<file path="config.mk">
export PLATFORM = sky130hd
export DESIGN_NAME = rf_wr_arbiter
export DESIGN_NICKNAME = d
export VERILOG_FILES = /design/src/rtl/rf_wr_arbiter.sv
export SDC_FILE = /design/constraint.sdc
export NUM_CORES = 1
export LEC_CHECK = 0
export BUFFER_PORTS_ARGS = -buffer_cell sky130_fd_sc_hd__buf_4
export CORE_MARGIN = 5
export CORE_UTILIZATION = 35
export CTS_CLUSTER_DIAMETER = 80
export DETAILED_ROUTE_END_ITERATION = 8
export PLACE_DENSITY = 0.63
export RECOVER_POWER = 100
export SLEW_MARGIN = 20
export SYNTH_ARGS = -nofsm -noshare
export SYNTH_HDL_FRONTEND = slang
export SYNTH_SLANG_ARGS = --single-unit
export TNS_END_PERCENT = 20
</file>
<file path="constraint.sdc">
create_clock -name clk -period 3.06 [get_ports clk]
set_input_delay 0.612 -clock clk [delete_from_list [all_inputs] [get_ports clk]]
set_output_delay 0.612 -clock clk [all_outputs]
set_load 0.01 [all_outputs]
</file>
<file path="src/rtl/rf_wr_arbiter.sv">
// rf_wr_arbiter: shares the single register-file write port between the
// non-stallable WB stage and the multi-cycle mul/div unit (MD).
// WB always wins. MD results wait in a small circular queue and drain into
// cycles where WB does not write. A WB write to register r kills any queued
// MD write to r, because the queued result is older than the WB value.
// Optional build macro: RF_ARB_STATS_EN enables the WB-over-MD conflict counter.
module rf_wr_arbiter #(
    parameter int DEPTH = 4,
    parameter int AW    = 5,
    parameter int DW    = 32
) (
    input  logic               clk,
    input  logic               rst,
    input  logic               wb_we,
    input  logic [AW-1:0]      wb_wa,
    input  logic [DW-1:0]      wb_wd,
    input  logic               md_valid,
    output logic               md_ready,
    input  logic [AW-1:0]      md_wa,
    input  logic [DW-1:0]      md_wd,
    output logic               rf_we,
    output logic [AW-1:0]      rf_wa,
    output logic [DW-1:0]      rf_wd,
    output logic [2**AW-1:0]   pending,
    output logic               busy,
    output logic [15:0]        conflicts
);

    localparam int AIW = $clog2(DEPTH);
    localparam int PW  = AIW + 1;

    // Queue storage. An entry's valid bit is set only while the slot is occupied
    // and not killed, so the valid mask alone describes the live entries.
    logic [PW-1:0]    wr_ptr, rd_ptr;
    logic [DEPTH-1:0] q_vld;
    logic [AW-1:0]    q_wa [DEPTH];
    logic [DW-1:0]    q_wd [DEPTH];

    logic             empty, full;
    logic             grant_wb, grant_md;
    logic             accept, push;
    logic             hit;
    logic [AIW-1:0]   hit_off;
    logic [AIW-1:0]   hit_idx;
    logic [PW-1:0]    rd_nxt;

    assign empty    = (wr_ptr == rd_ptr);
    assign full     = (wr_ptr[AIW-1:0] == rd_ptr[AIW-1:0]) && (wr_ptr[AIW] != rd_ptr[AIW]);

    // Address 0 is hardwired, so a WB write to it is no request at all.
    assign grant_wb = wb_we && (wb_wa != '0);
    assign grant_md = !grant_wb && !empty;

    // A drain cycle always frees at least one slot, so a full queue can still accept.
    assign md_ready = !full || grant_md;
    assign accept   = md_valid && md_ready;
    assign push     = accept && (md_wa != '0);

    // Find the oldest live entry; killed entries ahead of it are skipped for free.
    always_comb begin
        hit     = 1'b0;
        hit_off = '0;
        for (int i = 0; i < DEPTH; i++) begin
            if (!hit && q_vld[rd_ptr[AIW-1:0] + AIW'(i)]) begin
                hit     = 1'b1;
                hit_off = AIW'(i);
            end
        end
    end

    assign hit_idx = rd_ptr[AIW-1:0] + hit_off;
    // With no live entry left, the drain discards everything that is queued.
    assign rd_nxt  = hit ? (rd_ptr + PW'(hit_off) + PW'(1)) : wr_ptr;

    // Queue pointers and valid bits: kill, pop, then push (push wins on a shared slot).
    always_ff @(posedge clk or negedge rst) begin
        if (!rst) begin
            wr_ptr <= '0;
            rd_ptr <= '0;
            q_vld  <= '0;
        end else begin
            if (grant_wb) begin
                for (int i = 0; i < DEPTH; i++) begin
                    if (q_wa[i] == wb_wa) q_vld[i] <= 1'b0;
                end
            end
            if (grant_md) begin
                if (hit) q_vld[hit_idx] <= 1'b0;
                rd_ptr <= rd_nxt;
            end
            if (push) begin
                q_vld[wr_ptr[AIW-1:0]] <= 1'b1;
                wr_ptr <= wr_ptr + PW'(1);
            end
        end
    end

    // Queue payload; needs no reset because the valid bits gate every use.
    always_ff @(posedge clk) begin
        if (push) begin
            q_wa[wr_ptr[AIW-1:0]] <= md_wa;
            q_wd[wr_ptr[AIW-1:0]] <= md_wd;
        end
    end

    // Registered register-file write port; address/data hold when idle.
    always_ff @(posedge clk or negedge rst) begin
        if (!rst) begin
            rf_we <= 1'b0;
            rf_wa <= '0;
            rf_wd <= '0;
        end else if (grant_wb) begin
            rf_we <= 1'b1;
            rf_wa <= wb_wa;
            rf_wd <= wb_wd;
        end else if (grant_md && hit) begin
            rf_we <= 1'b1;
            rf_wa <= q_wa[hit_idx];
            rf_wd <= q_wd[hit_idx];
        end else begin
            rf_we <= 1'b0;
        end
    end

    // Registers with a queued or issuing write, for the hazard unit.
    always_comb begin
        pending = '0;
        for (int i = 0; i < DEPTH; i++) begin
            if (q_vld[i]) pending[q_wa[i]] = 1'b1;
        end
        if (rf_we) pending[rf_wa] = 1'b1;
        pending[0] = 1'b0;
    end

    assign busy = !empty || rf_we;

`ifdef RF_ARB_STATS_EN
    logic [15:0] conf_q;

    // Count cycles where WB takes the port while MD work is waiting (saturating).
    always_ff @(posedge clk or negedge rst) begin
        if (!rst) begin
            conf_q <= '0;
        end else if (grant_wb && !empty && (conf_q != 16'hFFFF)) begin
            conf_q <= conf_q + 16'd1;
        end
    end

    assign conflicts = conf_q;
`else
    assign conflicts = 16'h0;
`endif

endmodule

</file>
Word level (Yosys, flattened, before mapping)
Memories as Yosys holds them, arrays and structs flattened.
Index checks and enable logic that the tools add are counted.
- bits in registers: 48
- RAM bits: 148
- input bits: 78
- output and inout port bits: 88
- logic and storage cells: 125
- memories: 2
- memories (name ; depth ; bits a word ; rd ports ; clocked after Yosys merged registers in ; wr ports ; RTL line ; source):
    q_wd ; 4 ; 32 ; 1 ; 0 ; 1 ; 37 ; logic [DW-1:0] q_wd [DEPTH];
    q_wa ; 4 ; 5 ; 5 ; 0 ; 1 ; 36 ; logic [AW-1:0] q_wa [DEPTH];
- add/sub/neg operators: 7
- order comparisons: 18
- equal/unequal tests: 7
- mux-type cells: 51
- bitwise logic cells: 7
- reduce and logical (&&, ||, !) cells: 27
- operators with widths (operator ; count):
    32-bit 2-to-1 mux ; 7
    32-bit OR ; 4
    5-bit by 6-bit less-than comparator with 1-bit output (second input constant) ; 5
    1-bit demux with 5-bit select ; 5
    5-bit by 1-bit >= comparator with 1-bit output (second input constant) ; 5
    1-bit 2-to-1 mux ; 24
    5-bit equality test ; 4
    2-bit by 3-bit less-than comparator with 1-bit output (second input constant) ; 6
    1-bit logical AND ; 16
    4-bit 2-to-1 mux ; 4
    5-bit 2-to-1 mux ; 2
    5-bit nonzero test ; 2
    1-bit binary-select mux with 2-bit select ; 4
    3-bit by 1-bit adder with 3-bit output (second input constant) ; 2
    1-bit logical NOT ; 6
    2-bit adder (second input constant) ; 2
    4-bit bitwise AND ; 1
    1-bit demux with 2-bit select ; 2
    2-bit by 1-bit >= comparator with 1-bit output (second input constant) ; 2
    2-bit 2-to-1 mux ; 2
    4-bit inverter ; 1
    4-bit OR ; 1
    3-bit by 2-bit adder with 3-bit output ; 1
    3-bit equality test ; 1
    other kinds (7) ; 8

Depth between registers and ports, before layout
Gate-level depths: netlist (run 1).
- word-level depth: 23
- mapped depth: 11
- mapped depth without buffers: 10

Worst setup path before layout (run 1)
No wires, ideal clock.
- path kind: input -> register
- start point: input port wb_wa[0]
- end point: memory q_wa[3][0], enable pin
- setup time: 0.405 ns
- data arrival time: 2.776 ns
- data required time: 2.655 ns
- path slack: -0.120 ns
- stages on the path: 5
- buffers on the path: 2
- cell sequence: buf_2 or4_4 o21a_4 buf_6 a211oi_4
- word-level cells in the longest chain between the ends: 9
- ends and longest elaborated chain (item ; RTL line ; source):
    start: declaration ; 15 ; input logic [AW-1:0] wb_wa,
    5-bit nonzero test ; 51 ; assign grant_wb = wb_we && (wb_wa != '0);
    1-bit logical AND ; 51 ;
    1-bit logical NOT ; 52 ; assign grant_md = !grant_wb && !empty;
    1-bit logical AND ; 52 ;
    1-bit logical OR ; 55 ; assign md_ready = !full || grant_md;
    1-bit logical AND ; 56 ; assign accept = md_valid && md_ready;
    1-bit logical AND ; 57 ; assign push = accept && (md_wa != '0);
    1-bit 2-to-1 mux ; 100 ; if (push) begin
    1-bit 2-to-1 mux (not written as such) ; 101 ; q_wa[wr_ptr[AIW-1:0]] <= md_wa;
    end: declaration ; 36 ;
No other way between the ends.

Final worst setup path (run 1)
- start point: input port wb_wa[2]
- end point: output port md_ready
- word-level cells in the longest chain between the ends: 5
- ends and longest elaborated chain (item ; RTL line ; source):
    5-bit nonzero test ; 51 ;
    1-bit logical AND ; 51 ;
    1-bit logical NOT ; 52 ;
    1-bit logical AND ; 52 ;
    1-bit logical OR ; 55 ;
    end: declaration ; 18 ; output logic md_ready,
No other way between the ends.

==> results.ini, run 1 <==
[yosys]
ys_warn_count=0
ys_async_sr_fraction=0.245
synth.avg_cell_area_um2=12.4
ys_types=52
yosysTopAreaCell=edfxtp_1
synth.top_cell.area_share=0.460
synth-edff-count=148
synth_most_common_cell=edfxtp_1
syn-cell-area_um2=9650
ys.flop_type=edfxtp_1
seq_area_frac_synth=0.585
ys_top_cells_by_area=edfxtp_1 (46%), dfrtp_1 (12%), mux4_2 (8.6%)
synth_seq_cells=196
synth_cells=779
synthTopCellsByCount=edfxtp_1 (148), nor2_1 (82), a21oi_1 (75)

[grt]
grt_pass1_wl_mm=40.4
grt_antenna_before_repair=0
gr-max-usage-layer=met2
grt_start_max_net_pins=49
grt_use_total=0.169
grt_util_met3=0.0392
use_met1=0.224
gr-usage-met2=0.278
grt_pass1_vias=6937
overflow=0

[place]
dp_slack_ns=0.318
dpl_cell_area_um2=11200
numPortBuffers=148
dp_hpwl_mm=18.5
gp_congestion=0.879

[run_status]
status=completed

[die]
die_w_um=176
start_util=0.357
ioPinCount=166
die_h_um=176
dieArea_um2=31000
core_um2=27000
num_rows=60

[clocking]
ctsResizeCount=0
cts_htree_levels=4
hold_buffers=0
clkSinkCount=196
cts_tree=built
ctsRootBufferMaster=clkbuf_16
numCtsBuffers=17
cts_setup_buffers=0
clk_pin_slew_worst_paths_ns=0.06
clock_latency_ns=0.43
clk_path_buf_depth=2

[sta]
hold_viol=0
drv_slew=0
fin_worst_hold_slack_ns=0.426
tightest_slew_ns=1.46
grt_setup_unrepaired=false
period_share=0.935
setup_violations=0
final.setup.tns_ns=0
period_minus_slack_ns=2.86
fin_ws_ns=0.199
fmaxAchievable_ghz=0.350
relSlewSlack=0.0277
fin_skew_ns=0.0126

[setup_path]
critPathCaptureType=primary output
crit_path_max_fanout=12
path_cells=buf_4 > or4_1 > o21a_1 > buf_4 > nand2_1 > clkbuf_1
path_class=primary input to primary output
crit_top_cell=buf_4
start_kind=primary input
cp_data_required_time_ns=2.45
slowest_stage=or4_1
critPathMaxStageDelay_ns=0.59
arrival_ns=2.25

[cells_and_area]
design_area_um2=11200
fin_nets=993
antenna_cells=0
area_growth_pct=16.5
layout-drive-gt1-share=0.158
fillers=2611

[route]
drt-total-wl_mm=26.4
viasPerCell=5.46
drc=0
vias=6886
drt-initial-drc-count=584
drt-pass1-iter-count=5
wl_per_cell_um=20.9
drt.antenna.violating_nets=0

[power]
leakage_nw=3.90
powerDensity_nw_per_um2=1180
vdd_drop_max_mv=0.751
power_mw=13.2

[flow_run]
drv_cap=0

[worst_hold_path]
min-delay-path-class=primary input to register

==> registers in the layout (all words and copies together), names as in the netlist <==
signal  cells
q_wa       20
q_wd      128
rf_we       1
rd_ptr      3
q_vld       4
wr_ptr      3
rf_wd      32
rf_wa       5
==> worst paths after layout <==
| path | startpoint | slack (ns) | end | depth (start not counted) |
|---|---|---|---|---|
| setup / recovery | wb_wa[2] | 0.20 | md_ready | 6 |
| max in group asynchronous | rst | 1.65 | rf_wd[8] | 1 |
| setup reg to reg | q_vld[3] | 0.41 | rf_wa[3] | 10 |
| hold reg to reg | wr_ptr[2] | 0.54 | wr_ptr[2] | 1 |
| hold / removal | wb_wd[17] | 0.43 | rf_wd[17] | 3 |
| min in group asynchronous | rst | 0.52 | rf_wd[26] | 1 |
==> cell usage in the layout, fill, tap and decap left out, drive strengths merged, types with 7 or more instances in the layout <==
master  Yosys  routed
nand3b     23      23
clkbuf     45     132
dfrtp      48      48
nand3      27      27
nor3       11      11
xor2       14      14
buf        35      62
xnor2      12      12
o221ai     17      17
ha          7       7
nor2       82      82
a21oi      76      76
edfxtp    148     148
inv         7      11
o22ai      17      17
nor3b      23      23
conb        1      17
a22oi      28      28
mux4       37      37
nand2      62      62
==> stage by stage <==
stage / util / cells
CTS: 0.433 / 1261
floorplan: - / 795
global placement: 0.414 / 1229
detailed placement: 0.414 / 1229
finish: 0.416 / 1261
global route: 0.416 / 1261
==> cells by family (layout without fill, tap and decap cells) <==
group           after synthesis  after routing  share of synthesized area
other cells                   1             17                   0.000389
simple gates                258            258                      0.135
xor+xnor                     26             26                     0.0236
flops                       196            196                      0.585
mux                          41             41                     0.0907
buf+inv                      87            212                     0.0439
compound gates              162            162                      0.110
fa+ha+maj                     8              8                     0.0111
==> power by group <==
part	internal [mW]	switching, mW
Sequential	3.66	0.584
Clock	1.05	0.962
Combinational	3.20	3.79
Total	7.91	5.34
==> critical path: cells and delay by family <==
kind / cells / cell delay [ns]
AND/OR/NAND/NOR: 2 / 0.70
buffers and inverters: 3 / 0.57
AO/OA/AOI/OAI: 1 / 0.36
==> per-layer routing <==
metal | part of all wire | vias up | routed length, um
met5 | 0 | - | 0
met1 | 0.44 | 3397 | 11600
met4 | 0.014 | 0 | 368
met2 | 0.49 | 286 | 12800
met3 | 0.062 | 26 | 1640
li1 | - | 3177 | -
==> layout make-up <==
type,count,area [um2],share of cell area
clock inverter,11,78.8,0.00701
clock buffer,21,440,0.0392
multi-input combinational,512,3650,0.324
tap,341,427,0.0380
inverter,7,26.3,0.00234
sequential,196,5650,0.502
timing repair buffer,173,976,0.0868
Note: power is estimated with default switching activity, not from simulation.
==> inputs of run 2 (changes only) <==
Clock period 3.06 ns to 3.4 ns, I/O delays scaled along.
==> run 2 against run 1 <==
Against the previous run:
- cell area hardly changed
- clock power is essentially flat
- combinational power shrank 12%
- via count fell by 1.5%
- worst setup slack better by 0.19 ns
- total power fell by 9.3%
- die area is the same
- sequential share of layout area barely moved
- global-route usage fell by 0.47 points
- critical path type is now primary input to register
==> results.ini, run 2 (synthesis results as in run 1) <==
[sta]
tightest_slew_ns=1.42
hold_viol=0
period_share=0.885
final.setup.tns_ns=0
period_minus_slack_ns=3.01
grt_setup_unrepaired=false
fin_ws_ns=0.391
setup_violations=0
drv_slew=0
relSlewSlack=0.0560
fin_skew_ns=0.0127
fmaxAchievable_ghz=0.332

[route]
drt-pass1-iter-count=5
wl_met1_mm=11.2
wl_met3_mm=2.00
viasPerCell=5.41
drt-initial-drc-count=752
vias=6782
wl_met2_mm=11.9
drt.antenna.violating_nets=0
top_layer=met5
wl_per_cell_um=20.5
drc=0
drt-total-wl_mm=25.7

[setup_path]
cp_data_required_time_ns=3.53
arrival_ns=3.14
crit_path_max_fanout=15
start_kind=primary input
critPathCaptureType=register
path_class=primary input to register

[flow_run]
drv_cap=0

[clocking]
clock_latency_ns=0.43
cts_setup_buffers=0
ctsRootBufferMaster=clkbuf_16
cts_htree_levels=4
clk_pin_slew_worst_paths_ns=0.07
clkSinkCount=196
ctsResizeCount=0
cts_tree=built
hold_buffers=0
clk_path_buf_depth=2
numCtsBuffers=17

[place]
numPortBuffers=148
gp_congestion=0.904
dp_slack_ns=0.473
dp_cells=1222
dp_hpwl_mm=18.2

[power]
powerDensity_nw_per_um2=1070
power_mw=12.0
leakage_nw=3.88
vdd_drop_max_mv=0.775

[cells_and_area]
final_cells=1254
area_growth_pct=16.6
layout_commonest_cell=edfxtp_1
post-route-util=0.416
largest_reg_flops=128
layout_common_cells=edfxtp_1 (148), clkbuf_1 (111), nor2_1 (82)
fin_nets=986
antenna_cells=0
layout-drive-gt1-share=0.153

[grt]
grt_start_max_net_pins=49
grt_use_total=0.164
grt_antenna_before_repair=2
overflow=0
grt_pass1_vias=6860
grt_pass1_wl_mm=39.5

[die]
ioPinCount=166
dieArea_um2=31000
num_rows=60
die_w_um=176
die_h_um=176
start_util=0.357
core_um2=27000

[run_status]
status=completed

[worst_hold_path]
min-delay-path-class=primary input to register

## run 2: changes by cell type in the layout (fill, tap and decap cells not counted), moves of 2 or more
cell       previous run  this run
inv_8                 0         2
buf_4                55        48
buf_12                7         4
bufinv_16             0         2
clkbuf_8              0         2
and2_0                2         0
clkbuf_2              5         3
clkinv_2              4         1
## run 2: per-stage QoR
stage                     cell area, um2  hold slack (ns)
after floorplan                     9710            0.384
after global placement             11100            0.509
after detailed placement           11100            0.519
after CTS                          11700            0.311
after global routing               11300            0.490
final                              11300            0.501
## run 2: where the power goes
part / switching, mW / total (mW) / internal [mW]
sequential: 0.534 / 3.84 / 3.30
clock: 0.859 / 2.00 / 1.14
combinational: 3.37 / 6.17 / 2.80
## run 2: critical path, stage by stage
cell and delay [ns]:
buf_4 0.14, or4_4 0.56, o21a_4 0.29, a21oi_1 0.51, and2_1 0.71, buf_12 0.23
## run 2: layout make-up
class	count	area (um2)
clock buffer	20	457
fill	2590	15800
tap	341	427
multi-input combinational	512	3680
sequential	196	5650
timing repair buffer	166	876
inverter	7	26.3
clock inverter	12	141
## run 2: path summary, 6_finish.rpt
| check | startpoint | slack [ns] | depth (start not counted) | endpoint |
|---|---|---|---|---|
| max | wb_wa[0] | 0.39 | 6 | q_wd[1][15] |
| min | wb_wd[21] | 0.50 | 3 | rf_wd[21] |
| max reg2reg | q_vld[2] | 0.44 | 11 | rf_wd[20] |
| min reg2reg | wr_ptr[2] | 0.53 | 1 | wr_ptr[2] |
| max in group asynchronous | rst | 1.97 | 1 | rf_wd[10] |
| min in group asynchronous | rst | 0.59 | 1 | rf_wd[2] |
## run 2: layer usage
layer / vias to the layer above / GRT usage
li1: 3160 / -
met1: 3284 / 0.220
met2: 290 / 0.264
met3: 44 / 0.0428
met4: 4 / 0.0474
met5: - / 0
